===== config.mk =====
export PLATFORM = sky130hd
export DESIGN_NAME = rps_match_flat
export DESIGN_NICKNAME = d
export VERILOG_FILES = /design/src/rtl/rps_match_if.sv /design/src/rtl/rps_match.sv /design/src/flat_wrapper.sv
export SDC_FILE = /design/constraint.sdc
export NUM_CORES = 1
export LEC_CHECK = 0
export ABC_CLOCK_PERIOD_IN_PS = 1800
export CORE_MARGIN = 5
export CORE_UTILIZATION = 44
export CTS_CLUSTER_SIZE = 40
export DETAILED_ROUTE_END_ITERATION = 8
export GPL_ROUTABILITY_DRIVEN = 1
export HOLD_SLACK_MARGIN = 0.12
export PLACE_DENSITY_LB_ADDON = 0.3
export SLEW_MARGIN = 20
export SYNTH_ARGS = -nofsm -noshare
export SYNTH_HDL_FRONTEND = slang
export SYNTH_SLANG_ARGS = --single-unit

===== constraint.sdc =====
create_clock -name clk -period 1.8 [get_ports clk]
set_input_delay 0.36 -clock clk [delete_from_list [all_inputs] [get_ports clk]]
set_output_delay 0.36 -clock clk [all_outputs]
set_load 0.01 [all_outputs]

===== src/rtl/rps_match_if.sv =====
// rtl/rps_match_if.sv - round request / result bundle for the rps_match controller
//
// Ports carried (direction as seen by the controller, modport slave):
//   new_match     in   synchronous match clear pulse
//   play_valid    in   round request
//   a_move        in   player A move, one-hot rock/paper/scissors
//   b_move        in   player B move, same encoding
//   play_ready    out  controller can take a round this cycle
//   result_valid  out  one-cycle pulse marking round_result fresh
//   round_result  out  00 tie, 10 A wins, 01 B wins, 11 invalid move
//   a_score       out  player A rounds won
//   b_score       out  player B rounds won
//   round_cnt     out  counted rounds (ties plus decisive rounds)
//   match_done    out  match finished
//   winner        out  10 A, 01 B, 00 draw / not done
interface rps_match_if #(
  parameter int CNT_W = 4
);
  logic             new_match;
  logic             play_valid;
  logic [2:0]       a_move;
  logic [2:0]       b_move;
  logic             play_ready;
  logic             result_valid;
  logic [1:0]       round_result;
  logic [CNT_W-1:0] a_score;
  logic [CNT_W-1:0] b_score;
  logic [CNT_W-1:0] round_cnt;
  logic             match_done;
  logic [1:0]       winner;

  modport master (
    output new_match,
    output play_valid,
    output a_move,
    output b_move,
    input  play_ready,
    input  result_valid,
    input  round_result,
    input  a_score,
    input  b_score,
    input  round_cnt,
    input  match_done,
    input  winner
  );

  modport slave (
    input  new_match,
    input  play_valid,
    input  a_move,
    input  b_move,
    output play_ready,
    output result_valid,
    output round_result,
    output a_score,
    output b_score,
    output round_cnt,
    output match_done,
    output winner
  );
endinterface


===== src/rtl/rps_match.sv =====
// rtl/rps_match.sv - registered best-of-N rock-paper-scissors match controller
//
// Ports:
//   clk   in   clock, all state moves on the rising edge
//   rst   in   asynchronous active-high reset, returns to PLAY with cleared counts
//   bus   slave side of rps_match_if (round handshake in, scores/result/winner out)
//
// Parameters:
//   WIN_ROUNDS  score that wins the match
//   MAX_ROUNDS  counted rounds after which an undecided match is a draw
//   CNT_W       width of the score and round counters
module rps_match #(
  parameter int WIN_ROUNDS = 2,
  parameter int MAX_ROUNDS = 9,
  parameter int CNT_W      = 4
) (
  input  logic      clk,
  input  logic      rst,
  rps_match_if.slave bus
);

  typedef enum logic [0:0] {
    PLAY = 1'b0,
    DONE = 1'b1
  } state_t;

  localparam logic [CNT_W-1:0] WIN_C = CNT_W'(WIN_ROUNDS);
  localparam logic [CNT_W-1:0] MAX_C = CNT_W'(MAX_ROUNDS);
  localparam logic [CNT_W-1:0] ONE_C = CNT_W'(1);

  localparam logic [2:0] ROCK     = 3'b100;
  localparam logic [2:0] PAPER    = 3'b010;
  localparam logic [2:0] SCISSORS = 3'b001;

  localparam logic [1:0] RES_TIE     = 2'b00;
  localparam logic [1:0] RES_A       = 2'b10;
  localparam logic [1:0] RES_B       = 2'b01;
  localparam logic [1:0] RES_INVALID = 2'b11;

  state_t           state, state_n;
  logic [CNT_W-1:0] a_score_q, a_score_n;
  logic [CNT_W-1:0] b_score_q, b_score_n;
  logic [CNT_W-1:0] round_cnt_q, round_cnt_n;
  logic [1:0]       round_result_q, round_result_n;
  logic [1:0]       winner_q, winner_n;
  logic             result_valid_q, result_valid_n;
  logic             play_ready_q;
  logic             match_done_q;

  logic             a_ok;
  logic             b_ok;
  logic             a_beats_b;
  logic             b_beats_a;
  logic             accept;

  function automatic logic is_one_hot(input logic [2:0] m);
    return (m == ROCK) || (m == PAPER) || (m == SCISSORS);
  endfunction

  // Per-round decode; only meaningful when both moves are one-hot.
  always_comb begin
    a_ok      = is_one_hot(bus.a_move);
    b_ok      = is_one_hot(bus.b_move);
    a_beats_b = ((bus.a_move == ROCK)     && (bus.b_move == SCISSORS)) ||
                ((bus.a_move == PAPER)    && (bus.b_move == ROCK))     ||
                ((bus.a_move == SCISSORS) && (bus.b_move == PAPER));
    b_beats_a = ((bus.b_move == ROCK)     && (bus.a_move == SCISSORS)) ||
                ((bus.b_move == PAPER)    && (bus.a_move == ROCK))     ||
                ((bus.b_move == SCISSORS) && (bus.a_move == PAPER));
  end

  // new_match wins over a simultaneous request, so the round is dropped.
  assign accept = bus.play_valid && !bus.new_match && (state == PLAY);

  always_comb begin
    state_n        = state;
    a_score_n      = a_score_q;
    b_score_n      = b_score_q;
    round_cnt_n    = round_cnt_q;
    round_result_n = round_result_q;
    winner_n       = winner_q;
    result_valid_n = 1'b0;

    if (bus.new_match) begin
      state_n        = PLAY;
      a_score_n      = '0;
      b_score_n      = '0;
      round_cnt_n    = '0;
      round_result_n = RES_TIE;
      winner_n       = 2'b00;
    end else if (accept) begin
      result_valid_n = 1'b1;
      if (!(a_ok && b_ok)) begin
        // Invalid rounds are reported but never counted.
        round_result_n = RES_INVALID;
      end else begin
        round_cnt_n = round_cnt_q + ONE_C;
        if (a_beats_b) begin
          a_score_n      = a_score_q + ONE_C;
          round_result_n = RES_A;
        end else if (b_beats_a) begin
          b_score_n      = b_score_q + ONE_C;
          round_result_n = RES_B;
        end else begin
          round_result_n = RES_TIE;
        end

        // End-of-match check on the updated counts; a win on the last
        // counted round takes precedence over the draw.
        if (a_score_n == WIN_C) begin
          state_n  = DONE;
          winner_n = 2'b10;
        end else if (b_score_n == WIN_C) begin
          state_n  = DONE;
          winner_n = 2'b01;
        end else if (round_cnt_n == MAX_C) begin
          state_n  = DONE;
          winner_n = 2'b00;
        end
      end
    end
  end

  always_ff @(posedge clk or posedge rst) begin
    if (rst) begin
      state          <= PLAY;
      a_score_q      <= '0;
      b_score_q      <= '0;
      round_cnt_q    <= '0;
      round_result_q <= RES_TIE;
      winner_q       <= 2'b00;
      result_valid_q <= 1'b0;
      play_ready_q   <= 1'b1;
      match_done_q   <= 1'b0;
    end else begin
      state          <= state_n;
      a_score_q      <= a_score_n;
      b_score_q      <= b_score_n;
      round_cnt_q    <= round_cnt_n;
      round_result_q <= round_result_n;
      winner_q       <= winner_n;
      result_valid_q <= result_valid_n;
      play_ready_q   <= (state_n == PLAY);
      match_done_q   <= (state_n == DONE);
    end
  end

  assign bus.play_ready   = play_ready_q;
  assign bus.result_valid = result_valid_q;
  assign bus.round_result = round_result_q;
  assign bus.a_score      = a_score_q;
  assign bus.b_score      = b_score_q;
  assign bus.round_cnt    = round_cnt_q;
  assign bus.match_done   = match_done_q;
  assign bus.winner       = winner_q;

endmodule


===== src/flat_wrapper.sv =====
// flat-port wrapper written by rule: the top's interface ports become plain ports
module rps_match_flat 
#(
  parameter int WIN_ROUNDS = 2,
  parameter int MAX_ROUNDS = 9,
  parameter int CNT_W      = 4
)
  (clk, rst, bus_new_match, bus_play_valid, bus_a_move, bus_b_move, bus_play_ready, bus_result_valid, bus_round_result, bus_a_score, bus_b_score, bus_round_cnt, bus_match_done, bus_winner);
  rps_match_if #(.CNT_W(CNT_W)) bus_i ();
  input  logic clk;
  input  logic rst;
  input wire logic [$bits(bus_i.new_match)-1:0] bus_new_match;
  input wire logic [$bits(bus_i.play_valid)-1:0] bus_play_valid;
  input wire logic [$bits(bus_i.a_move)-1:0] bus_a_move;
  input wire logic [$bits(bus_i.b_move)-1:0] bus_b_move;
  output wire logic [$bits(bus_i.play_ready)-1:0] bus_play_ready;
  output wire logic [$bits(bus_i.result_valid)-1:0] bus_result_valid;
  output wire logic [$bits(bus_i.round_result)-1:0] bus_round_result;
  output wire logic [$bits(bus_i.a_score)-1:0] bus_a_score;
  output wire logic [$bits(bus_i.b_score)-1:0] bus_b_score;
  output wire logic [$bits(bus_i.round_cnt)-1:0] bus_round_cnt;
  output wire logic [$bits(bus_i.match_done)-1:0] bus_match_done;
  output wire logic [$bits(bus_i.winner)-1:0] bus_winner;
  assign bus_i.new_match = bus_new_match;
  assign bus_i.play_valid = bus_play_valid;
  assign bus_i.a_move = bus_a_move;
  assign bus_i.b_move = bus_b_move;
  assign bus_play_ready = bus_i.play_ready;
  assign bus_result_valid = bus_i.result_valid;
  assign bus_round_result = bus_i.round_result;
  assign bus_a_score = bus_i.a_score;
  assign bus_b_score = bus_i.b_score;
  assign bus_round_cnt = bus_i.round_cnt;
  assign bus_match_done = bus_i.match_done;
  assign bus_winner = bus_i.winner;
  rps_match #(.WIN_ROUNDS(WIN_ROUNDS), .MAX_ROUNDS(MAX_ROUNDS), .CNT_W(CNT_W)) u_core (.clk(clk), .rst(rst), .bus(bus_i));
endmodule

==> results.ini, run 1 <==
[floorplan]
fp.dieW_um = 62.93
start_util = 0.4548
dieArea_mm2 = 0.003960
row_count = 19
core_mm2 = 0.002710
ios = 29
die_y_um = 62.93

[critical_path]
critPathMaxFanout = 5
r2r_start = u_core.bus.a_score[1]
crit_path_end_kind = register
arrival_ps = 2000
start_kind = register
critPathLaunch = u_core.bus.a_score[1]
worst-endpoint-required_ps = 2010
critPathKind = register to register

[finish]
drive_above_1_share = 0.3665
finalNetCount = 206
area_delta_synth_final_pct = 51.88
instances_no_fill = 222
antennaDiodeCount = 0
mostFrequentLayoutCell = buf_4
mostFrequentLayoutCells = buf_4, clkdlybuf4s50_1, nor2_1

[synthesis]
synthFlopType = dfrtp_1
synth-edff-count = 0
synth_fp_nets = 143
synth.top_cell.area_share = 0.3655
synth_area_mm2 = 0.001232
ys_warn_count = 0
syn_inst = 129
postSynthRegisterBits = 19
synth_area_per_cell_um2 = 9.554
yosysTopAreaCell = dfrtp_1
synthArstFlopShare = 1.000
ys_types = 41
seq_area_frac_synth = 0.3868
synthTopCellsByArea = dfrtp_1, nor2_1, xnor2_1, and4bb_2, ha_1

[cts]
ctsHoldBuffers = 0
cts_tree = built
cts_buffers = 3
clk_path_buf_depth = 2
clkLatencyLatePin_ps = 310
clk_pin_slew_ps = 120
cts_max_level = 1
cts.sinks = 19
root_buffer = clkbuf_4

[placed_design]
post-dp-hpwl_um = 2484
post-place-ws_ps = -655.3
globalplace.congestion = 0.8436
dp.cells = 211
portBuffers = 28

[detailed_routing]
wl_per_cell_um = 15.74
dr.pass1.iters = 4
drc = 0
vias = 1235
wirelength_um = 3494
drt_iter0_drc = 81
postRouteAntennaNets = 0
viasPerCell = 5.563

[timing]
post-route-period-util = 0.9943
worstMarginPinSlew_ps = 395.1
hold_viol_final = 0
setup_viol_count_final = 0
fmax_mhz = 558.7
fin_crit_ps = 1790
fin_skew_ps = 9.932
drv_slew = 0
grt_setup_unrepaired = yes
slew_headroom = 0.7366
setup_ws_ps = 10.20

[grt]
grt_usage = 0.1838
grt_max_degree = 20
grt_pass1_vias = 1283
grt_pass1_wl_um = 5913
antenna_found_initial = 0
gr-total-overflow = 0

[pwr]
ir_drop_mv = 0.3496
powerDensity_mw_per_mm2 = 438.3
power_leakage_nw = 0.8191

[run]
maxCapViolCount = 0

[status]
run_status = completed

[min_path]
hold_path.class = input pin to asynchronous set/reset pin

==> routing by layer <==
metal | share of wire | global-route usage | routed length [um]
met1 | 0.42 | 0.2062 | 1478
met2 | 0.52 | 0.3179 | 1806
met3 | 0.045 | 0.04676 | 156
met4 | 0.015 | 0.09019 | 53
met5 | 0 | 0 | 0
==> critical path: stages, from the launching register on <==
cell and delay, ps:
dfrtp_2 480, ha_4 180, buf_4 140, a31o_4 240
nand3_4 60, mux2i_4 80, buf_4 130, buf_4 130
o31a_1 270
==> state kept, by name (all words and copies together) (netlist names) <==
signal and flops:
u_core.bus.a_score 4, u_core.bus.b_score 4, u_core.bus.play_ready 1, u_core.bus.result_valid 1
u_core.bus.round_cnt 4, u_core.bus.round_result 2, u_core.bus.winner 2, u_core.state 1
==> power breakdown <==
group / internal, W / switching, W
Clock: 0.0000831 / 0.000148
Sequential: 0.000433 / 0.00000336
Combinational: 0.0000724 / 0.0000804
Total: 0.000589 / 0.000232
==> path summary, 6_finish.rpt <==
kind | cells past startpoint | endpoint | slack, ps
max in group asynchronous | 3 | u_core.bus.play_ready | 1170
min in group clk | 1 | u_core.bus.play_ready | 530
max reg2reg | 8 | u_core.state | 10
min | 3 | u_core.bus.round_cnt[3] | 360
max | 8 | u_core.state | 10
min reg2reg | 1 | u_core.bus.play_ready | 530
==> per-stage QoR <==
step,power [W],util,cell area (um2),hold slack (ps),setup TNS [ps]
after CTS,0.0008217,0.6722,1822,368.0,0
after detailed placement,0.0005907,0.6399,1734,511.4,-8575
final,0.0008204,0.6907,1872,359.1,0
after global placement,0.0005857,0.6399,1734,504.6,-7308
after floorplan,0.0005079,-,1235,310.3,0
after global routing,0.0008729,0.6907,1872,393.0,-214.8
==> cells by family (layout without fill, tap and decap cells) <==
family,after synthesis,after routing,synth area share
XOR/XNOR,11,11,0.07817
adder cells (fa/ha/maj),4,4,0.04061
multiplexers,2,2,0.02639
AO/OA/AOI/OAI,22,22,0.1421
AND/OR/NAND/NOR,66,66,0.3107
flip-flops,19,19,0.3868
buffers and inverters,5,67,0.01523
==> synthesized netlist by cell type (2+ instances only) <==
cell type / instances
o21ai_0: 6
nand2_1: 8
ha_1: 4
nor2_1: 21
or3_1: 2
xor2_1: 5
nor3_1: 3
xnor2_1: 6
and4bb_2: 4
o21a_1: 2
inv_1: 3
nor3b_1: 3
dfrtp_1: 18
nand4_1: 4
a21oi_1: 5
nand2b_1: 2
nand3_1: 7
clkbuf_1: 2
nor4_1: 2
==> final cells by class <==
class / count / area, um2
well taps: 31 / 38.79
multi-input cells: 105 / 808.3
clock buffers: 3 / 22.52
clock inverters: 1 / 5.005
inverters: 3 / 11.26
repair buffers: 60 / 503.0
flip-flops and latches: 19 / 483.0
fillers: 215 / 838.3
==> timing repair <==
item,4_1_cts,5_1_grt
setup buffers,5,2
resized for setup,15,22
pin swaps,5,5
endpoints found under the setup margin,16,16
(Power assumes the default switching activity.)
==> run 2, diff against run 1 <==
Settings changed: CTS_CLUSTER_DIAMETER set to 30.
==> results of run 2 <==
No change in the layout: final DEF, timing and power equal those of run 1.
==> run 3, diff against run 2 <==
Settings changed: GPL_ROUTABILITY_DRIVEN 1 to not set.
==> results of run 3 <==
No change in the layout: final DEF, timing and power equal those of run 1.
